### src/rtl/steppers_pkg.sv
// Shared stepper/encoder definitions: quadrature phase encoding and defaults.
// Latency: n/a (types, constants and a pure function only).
// Backpressure: n/a.
package steppers_pkg;

  // Default geometry, shared by the encoder emulator and the counting logic.
  localparam int N_ENC_DEF   = 400;
  localparam int N_STEPS_DEF = 800;

  // Gray-coded {A,B} quadrature phase; forward order is 00 -> 01 -> 11 -> 10.
  typedef enum logic [1:0] {
    QPH_00 = 2'b00,
    QPH_01 = 2'b01,
    QPH_11 = 2'b11,
    QPH_10 = 2'b10
  } qphase_t;

  // One quadrature step from ph, forward when fwd=1, otherwise backward.
  function automatic qphase_t next_phase(input logic fwd, input qphase_t ph);
    qphase_t nxt;
    case (ph)
      QPH_00:  nxt = fwd ? QPH_01 : QPH_10;
      QPH_01:  nxt = fwd ? QPH_11 : QPH_00;
      QPH_11:  nxt = fwd ? QPH_10 : QPH_01;
      default: nxt = fwd ? QPH_00 : QPH_11;
    endcase
    return nxt;
  endfunction

endpackage

### src/rtl/step_to_quad_encoder_if.sv
// Pin bundle between the step/dir driver side and the emulated encoder outputs.
// Latency: n/a (wires only).
// Backpressure: none; step/dir are free-running pins, outputs are levels.
interface step_to_quad_encoder_if;

  logic step;
  logic dir;
  logic enc_a;
  logic enc_b;
  logic enc_i;
  logic busy;
  logic overrun;

  // Driver side: produces step/dir, observes the encoder pins.
  modport master (
    output step,
    output dir,
    input  enc_a,
    input  enc_b,
    input  enc_i,
    input  busy,
    input  overrun
  );

  // Emulator side: consumes step/dir, produces the encoder pins.
  modport slave (
    input  step,
    input  dir,
    output enc_a,
    output enc_b,
    output enc_i,
    output busy,
    output overrun
  );

endinterface

### src/rtl/step_to_quad_encoder_sync_rise.sv
// Two-flop synchronizer for an asynchronous pin plus a rising-edge detector.
// Latency: level valid 2 clk after the pin; rise is combinational off the level.
// Backpressure: none.
module sync_rise (
  input  logic clk,
  input  logic rst_n,
  input  logic din,
  output logic level,
  output logic rise
);

  logic meta;
  logic sync;
  logic last;

  // Metastability chain plus one extra stage to remember the previous level.
  // Reset clears everything, so a pin held high across reset re-arms as an edge.
  always_ff @(posedge clk or negedge rst_n) begin
    if (!rst_n) begin
      meta <= 1'b0;
      sync <= 1'b0;
      last <= 1'b0;
    end else begin
      meta <= din;
      sync <= meta;
      last <= sync;
    end
  end

  assign level = sync;
  assign rise  = sync & ~last;

endmodule

### src/rtl/step_to_quad_encoder.sv
// Regenerates encoder quadrature A/B/index from stepper step/dir pins.
// Latency: 4 clk from the first edge sampling step high to the first A/B change.
// Backpressure: none; steps beyond the edge backlog are dropped and flag overrun.
module step_to_quad_encoder
  import steppers_pkg::*;
#(
  parameter int N_ENC    = N_ENC_DEF,
  parameter int N_STEPS  = N_STEPS_DEF,
  parameter int MIN_EDGE = 4,
  parameter int BACKLOG  = 16
) (
  input logic                   clk,
  input logic                   rst_n,
  step_to_quad_encoder_if.slave bus
);

  localparam int QPR    = 4 * N_ENC;
  localparam int ACC_W  = $clog2((BACKLOG + 1) * N_STEPS + QPR) + 1;
  localparam int QPOS_W = $clog2(QPR);
  localparam int GAP_W  = $clog2(MIN_EDGE);

  localparam logic signed [ACC_W-1:0] QPR_S     = ACC_W'(QPR);
  localparam logic signed [ACC_W-1:0] N_STEPS_S = ACC_W'(N_STEPS);
  localparam logic signed [ACC_W-1:0] LIM_S     = ACC_W'(BACKLOG * N_STEPS);
  localparam logic [QPOS_W-1:0]       QPOS_MAX  = QPOS_W'(QPR - 1);
  localparam logic [GAP_W-1:0]        GAP_LOAD  = GAP_W'(MIN_EDGE - 1);

  // Synchronized pins.
  logic step_level_unused;
  logic step_rise;
  logic dir_level;
  logic dir_rise_unused;

  sync_rise u_sync_step (
    .clk   (clk),
    .rst_n (rst_n),
    .din   (bus.step),
    .level (step_level_unused),
    .rise  (step_rise)
  );

  sync_rise u_sync_dir (
    .clk   (clk),
    .rst_n (rst_n),
    .din   (bus.dir),
    .level (dir_level),
    .rise  (dir_rise_unused)
  );

  // Architectural state.
  // acc holds (steps * QPR) - (qpos * N_STEPS); it is the fractional backlog
  // of quadrature edges scaled by N_STEPS, so the step/encoder ratio need not
  // be an integer.
  logic signed [ACC_W-1:0]  acc;
  logic [QPOS_W-1:0]        qpos;
  qphase_t                  phase;
  logic [GAP_W-1:0]         gap;
  logic                     enc_i_q;
  logic                     overrun_q;

  // Next-state values.
  logic signed [ACC_W-1:0]  acc_next;
  logic signed [ACC_W-1:0]  step_delta;
  logic signed [ACC_W-1:0]  acc_stepped;
  logic                     step_ok;
  logic [QPOS_W-1:0]        qpos_next;
  qphase_t                  phase_next;
  logic [GAP_W-1:0]         gap_next;
  logic                     enc_i_next;
  logic                     overrun_next;

  // Emitter decision terms, all from registered state.
  logic gap_expired;
  logic acc_neg;
  logic acc_ready;
  logic fwd_edge;
  logic rev_edge;

  assign gap_expired = (gap == '0);
  assign acc_neg     = acc[ACC_W-1];
  assign acc_ready   = !acc_neg && (acc >= N_STEPS_S);
  assign fwd_edge    = gap_expired && acc_ready;
  assign rev_edge    = gap_expired && acc_neg;

  // Step intake, edge emission and position tracking for the next cycle.
  // The overrun bound is judged on the step delta alone, so whether an emit
  // happens in the same cycle never decides if a step is kept.
  always_comb begin
    step_delta   = '0;
    acc_stepped  = acc;
    step_ok      = 1'b0;
    acc_next     = acc;
    qpos_next    = qpos;
    phase_next   = phase;
    gap_next     = gap;
    enc_i_next   = enc_i_q;
    overrun_next = overrun_q;

    if (step_rise) begin
      step_delta = dir_level ? QPR_S : -QPR_S;
    end
    acc_stepped = acc + step_delta;
    step_ok     = step_rise && (acc_stepped <= LIM_S) && (acc_stepped >= -LIM_S);

    if (step_ok) begin
      acc_next = acc_stepped;
    end
    if (step_rise && !step_ok) begin
      overrun_next = 1'b1;
    end

    if (fwd_edge) begin
      acc_next   = acc_next - N_STEPS_S;
      phase_next = next_phase(1'b1, phase);
      qpos_next  = (qpos == QPOS_MAX) ? '0 : qpos + QPOS_W'(1);
    end else if (rev_edge) begin
      acc_next   = acc_next + N_STEPS_S;
      phase_next = next_phase(1'b0, phase);
      qpos_next  = (qpos == '0) ? QPOS_MAX : qpos - QPOS_W'(1);
    end

    // The gap timer restarts on every emitted edge and counts down to expiry.
    if (fwd_edge || rev_edge) begin
      gap_next = GAP_LOAD;
    end else if (!gap_expired) begin
      gap_next = gap - GAP_W'(1);
    end

    // Index is registered off the next position so it moves with A/B.
    enc_i_next = (qpos_next == '0);
  end

  // State register; reset drops any pending backlog on the spot.
  always_ff @(posedge clk or negedge rst_n) begin
    if (!rst_n) begin
      acc       <= '0;
      qpos      <= '0;
      phase     <= QPH_00;
      gap       <= '0;
      enc_i_q   <= 1'b1;
      overrun_q <= 1'b0;
    end else begin
      acc       <= acc_next;
      qpos      <= qpos_next;
      phase     <= phase_next;
      gap       <= gap_next;
      enc_i_q   <= enc_i_next;
      overrun_q <= overrun_next;
    end
  end

  assign bus.enc_a   = phase[1];
  assign bus.enc_b   = phase[0];
  assign bus.enc_i   = enc_i_q;
  assign bus.busy    = acc_ready || acc_neg;
  assign bus.overrun = overrun_q;

endmodule

### src/flat_wrapper.sv
// flat-port wrapper written by rule: the top's interface ports become plain ports
module step_to_quad_encoder_flat import steppers_pkg::*;
#(
  parameter int N_ENC    = N_ENC_DEF,
  parameter int N_STEPS  = N_STEPS_DEF,
  parameter int MIN_EDGE = 4,
  parameter int BACKLOG  = 16
)
  (clk, rst_n, bus_step, bus_dir, bus_enc_a, bus_enc_b, bus_enc_i, bus_busy, bus_overrun);
  step_to_quad_encoder_if bus_i ();
  input logic clk;
  input logic rst_n;
  input wire logic [$bits(bus_i.step)-1:0] bus_step;
  input wire logic [$bits(bus_i.dir)-1:0] bus_dir;
  output wire logic [$bits(bus_i.enc_a)-1:0] bus_enc_a;
  output wire logic [$bits(bus_i.enc_b)-1:0] bus_enc_b;
  output wire logic [$bits(bus_i.enc_i)-1:0] bus_enc_i;
  output wire logic [$bits(bus_i.busy)-1:0] bus_busy;
  output wire logic [$bits(bus_i.overrun)-1:0] bus_overrun;
  assign bus_i.step = bus_step;
  assign bus_i.dir = bus_dir;
  assign bus_enc_a = bus_i.enc_a;
  assign bus_enc_b = bus_i.enc_b;
  assign bus_enc_i = bus_i.enc_i;
  assign bus_busy = bus_i.busy;
  assign bus_overrun = bus_i.overrun;
  step_to_quad_encoder #(.N_ENC(N_ENC), .N_STEPS(N_STEPS), .MIN_EDGE(MIN_EDGE), .BACKLOG(BACKLOG)) u_core (.clk(clk), .rst_n(rst_n), .bus(bus_i));
endmodule
### config.mk
export PLATFORM = sky130hd
export DESIGN_NAME = step_to_quad_encoder_flat
export DESIGN_NICKNAME = d
export VERILOG_FILES = /design/src/rtl/steppers_pkg.sv /design/src/rtl/step_to_quad_encoder_if.sv /design/src/rtl/step_to_quad_encoder_sync_rise.sv /design/src/rtl/step_to_quad_encoder.sv /design/src/flat_wrapper.sv
export SDC_FILE = /design/constraint.sdc
export NUM_CORES = 1
export LEC_CHECK = 0
export CORE_AREA = 10 10 87 89
export CTS_CLUSTER_DIAMETER = 200
export DETAILED_ROUTE_END_ITERATION = 8
export DIE_AREA = 0 0 97 99
export PLACE_DENSITY_LB_ADDON = 0.1
export SYNTH_ARGS = -nofsm -noshare
export SYNTH_HDL_FRONTEND = slang
export SYNTH_SLANG_ARGS = --single-unit
### constraint.sdc
create_clock -name clk -period 5.5 [get_ports clk]
set_input_delay 1.1 -clock clk [delete_from_list [all_inputs] [get_ports clk]]
set_output_delay 1.1 -clock clk [all_outputs]
set_load 0.01 [all_outputs]
==> results_dict.tcl <==
set metrics [dict create \
    final_net_count 342 \
    seq_area_frac_synth 0.2850 \
    via_per_inst 6.268 \
    endpoint_kind "flop" \
    yosys_register_bits 32 \
    drt-initial-drc-count 166 \
    holdCritPathClass "flop to flop" \
    outcome "finished, final reports clean" \
    worst_setup_path_start_kind "flop" \
    path_class "flop to flop" \
    worst-r2r-setup-slack_ps 610 \
    io_buffer_count 8 \
    synth-warning-count 0 \
    design.core.area_mm2 0.005851 \
    placed_cell_area_mm2 0.002904 \
    reg_area_um2 802.0 \
    post_synth_instance_area_mm2 0.002814 \
    holdBufCountCts 0 \
    netlist_instances 334 \
    clk_pin_slew_worst_paths_ps 70 \
    antenna_violating_nets_post_route 0 \
    slew_headroom 0.4954 \
    post-route-cell-area_mm2 0.003030 \
    finish.utilization 0.5180 \
    final_cell_mix "nand2_1 (38), dfrtp_1 (31), nor2_1 (27)" \
    cts.repair_timing.setup_buffer_count 0 \
    ys_dominant_reg_cell "dfrtp_1" \
    maxClockFrequency_mhz 204.5 \
    first_pass_grt_wire_length_um 11500 \
    mean_instance_size_in_the_synthesized_netlist_um2 8.425 \
    floorplan.die.width_um 97 \
    power.ir.vdd_worst_mv 0.2608 \
    clock_latency_ps 290 \
    layout_commonest_cell "nand2_1" \
    synth_enable_flop_cells 0 \
    filler_cell_count 556 \
    largest_net_degree_at_the_start_of_global_routing 33 \
    powerDensity_mw_per_mm2 507.1 \
    rsz_0062_raised_after_global_routing "no" \
    drcViolationCount 0 \
    tightest_slew_ps 750.6 \
    area_delta_synth_final_pct 7.692 \
    initial_core_util 0.4810 \
    totalNegativeSetupSlack_ps 0 \
    routedWlPerCell_um 16.61 \
    die_height_um 99 \
    track_usage 0.1396 \
    globalRouteOverflowTotal 0 \
    io_pins 9 \
    timing.clock.skew_ps 9.143 \
    routability_congestion 0.8458 \
    rows 28 \
    via_count 2551 \
    report.final.setup_viol 0 \
    critical_path_required_ps 5680 \
    final_hold_viol_count 0 \
    dp_hpwl_um 5113 \
    first_global_vias 2437 \
    drv_cap 0 \
    cts_buffers 5 \
    clock_path_buffers 2 \
    post_cts.resized_instances 0 \
    drv_slew 0 \
    final_min_period_over_clock_period 0.8893 \
    clock_root_buffer_master "clkbuf_8" \
    syn_nets 345 \
    cts_tree "done" \
    fraction_of_registers_with_async_set_reset 1.000 \
    layout-drive-gt1-share 0.1205 \
    cp.arrival_ps 5070 \
    p_leak_uw 0.001184 \
    multiInputGateArea_mm2 0.001869 \
    detail_route.wirelength_um 6760 \
    antenna_found_initial 0 \
    drtPass1Iterations 4 \
    cts-htree-levels 2 \
    minimum_period_implied_by_the_final_worst_setup_slack_ps 4891 \
    cts_sinks 32 \
    netlist-cell-type-count 78 \
    num_antenna_cells 0 \
    crit_fanout 17 \
    fp.dieArea_mm2 0.009603 \
]
[power breakdown]
| group | internal (µW) | switching (µW) |
|---|---|---|
| sequential | 325 | 198 |
| combinational | 341 | 424 |
| clock | 160 | 88.8 |
| total | 826 | 711 |
[critical path: stages (launching register included)]
cell	delay [ps]
dfrtp_1	520
or3b_1	560
xnor2_1	170
ha_1	270
or3_1	340
a31oi_2	280
a22oi_1	150
a22oi_2	200
xnor2_2	170
or4_4	600
nand2_4	210
mux2i_1	370
inv_1	80
ha_1	210
nand2_1	70
mux2i_1	160
o32ai_2	300
xnor2_1	100
[metrics by stage]
| step | std cells | hold WS, ps | total power, µW | setup slack (ps) |
|---|---|---|---|---|
| 6_report | 407 | 352.5 | 1537 | 608.9 |
| 3_5_place_dp | 399 | 337.8 | 1281 | 640.9 |
| 4_1_cts | 407 | 353.8 | 1537 | 632.7 |
| 2_1_floorplan | 334 | 331.2 | 1112 | 1206 |
| 5_1_grt | 407 | 363.7 | 1659 | 345.9 |
| 3_3_place_gp | 399 | 331.8 | 1286 | 715.8 |
[cells in the mapped netlist, types with 9 or more instances]
library cell	count	share of area
a21oi_1	21	0.037
clkbuf_1	15	0.020
dfrtp_1	31	0.28
inv_1	10	0.013
mux2i_1	9	0.032
nand2_1	38	0.051
nand3_1	12	0.021
nor2_1	27	0.036
nor3_1	15	0.027
o21ai_0	15	0.027
xnor2_1	15	0.047
[area by class of cell]
type / count / share of cell area
inverter: 11 / 0.01445
tap: 75 / 0.03097
timing repair buffer: 10 / 0.03138
clock inverter: 1 / 0.009909
sequential: 32 / 0.2647
multi-input combinational: 271 / 0.6168
clock buffer: 7 / 0.03179
[final timing paths]
| kind | startpoint | endpoint | depth (start not counted) |
|---|---|---|---|
| setup / recovery | u_core.u_sync_dir.level | u_core.acc[9] | 17 |
| setup reg to reg | u_core.u_sync_dir.level | u_core.acc[9] | 17 |
| hold / removal | u_core.u_sync_dir.meta | u_core.u_sync_dir.level | 0 |
| min in group asynchronous | rst_n | u_core.qpos[3] | 2 |
| max in group asynchronous | rst_n | u_core.bus.enc_i | 2 |
| hold reg to reg | u_core.u_sync_dir.meta | u_core.u_sync_dir.level | 0 |
[kinds of logic (layout without fill, tap and decap cells)]
logic type | after synthesis | after routing | share of synthesized area
and+or+nand+nor | 139 | 139 | 0.2641
AOI/OAI and AO/OA | 90 | 90 | 0.2508
DFF | 32 | 32 | 0.2850
buffers and inverters | 31 | 29 | 0.05069
xor gates and xnor gates | 23 | 23 | 0.07426
muxes | 12 | 12 | 0.04402
adders and majority gates | 7 | 7 | 0.03112
[flip-flops by register name, summed over array words and instances (netlist names), 2 cells and up]
name          count
u_core.acc       10
u_core.qpos      11
u_core.gap        2
u_core.phase      2
[per-layer routing]
layer,GRT usage,wire [µm],up-vias,part of all wire
met1,0.1576,2865,1224,0.42
met5,0,0,-,0
met2,0.2469,3436,74,0.51
met4,0.06810,173,0,0.026
li1,-,-,1236,-
met3,0.02584,285,17,0.042
(Power assumes the default switching activity.)
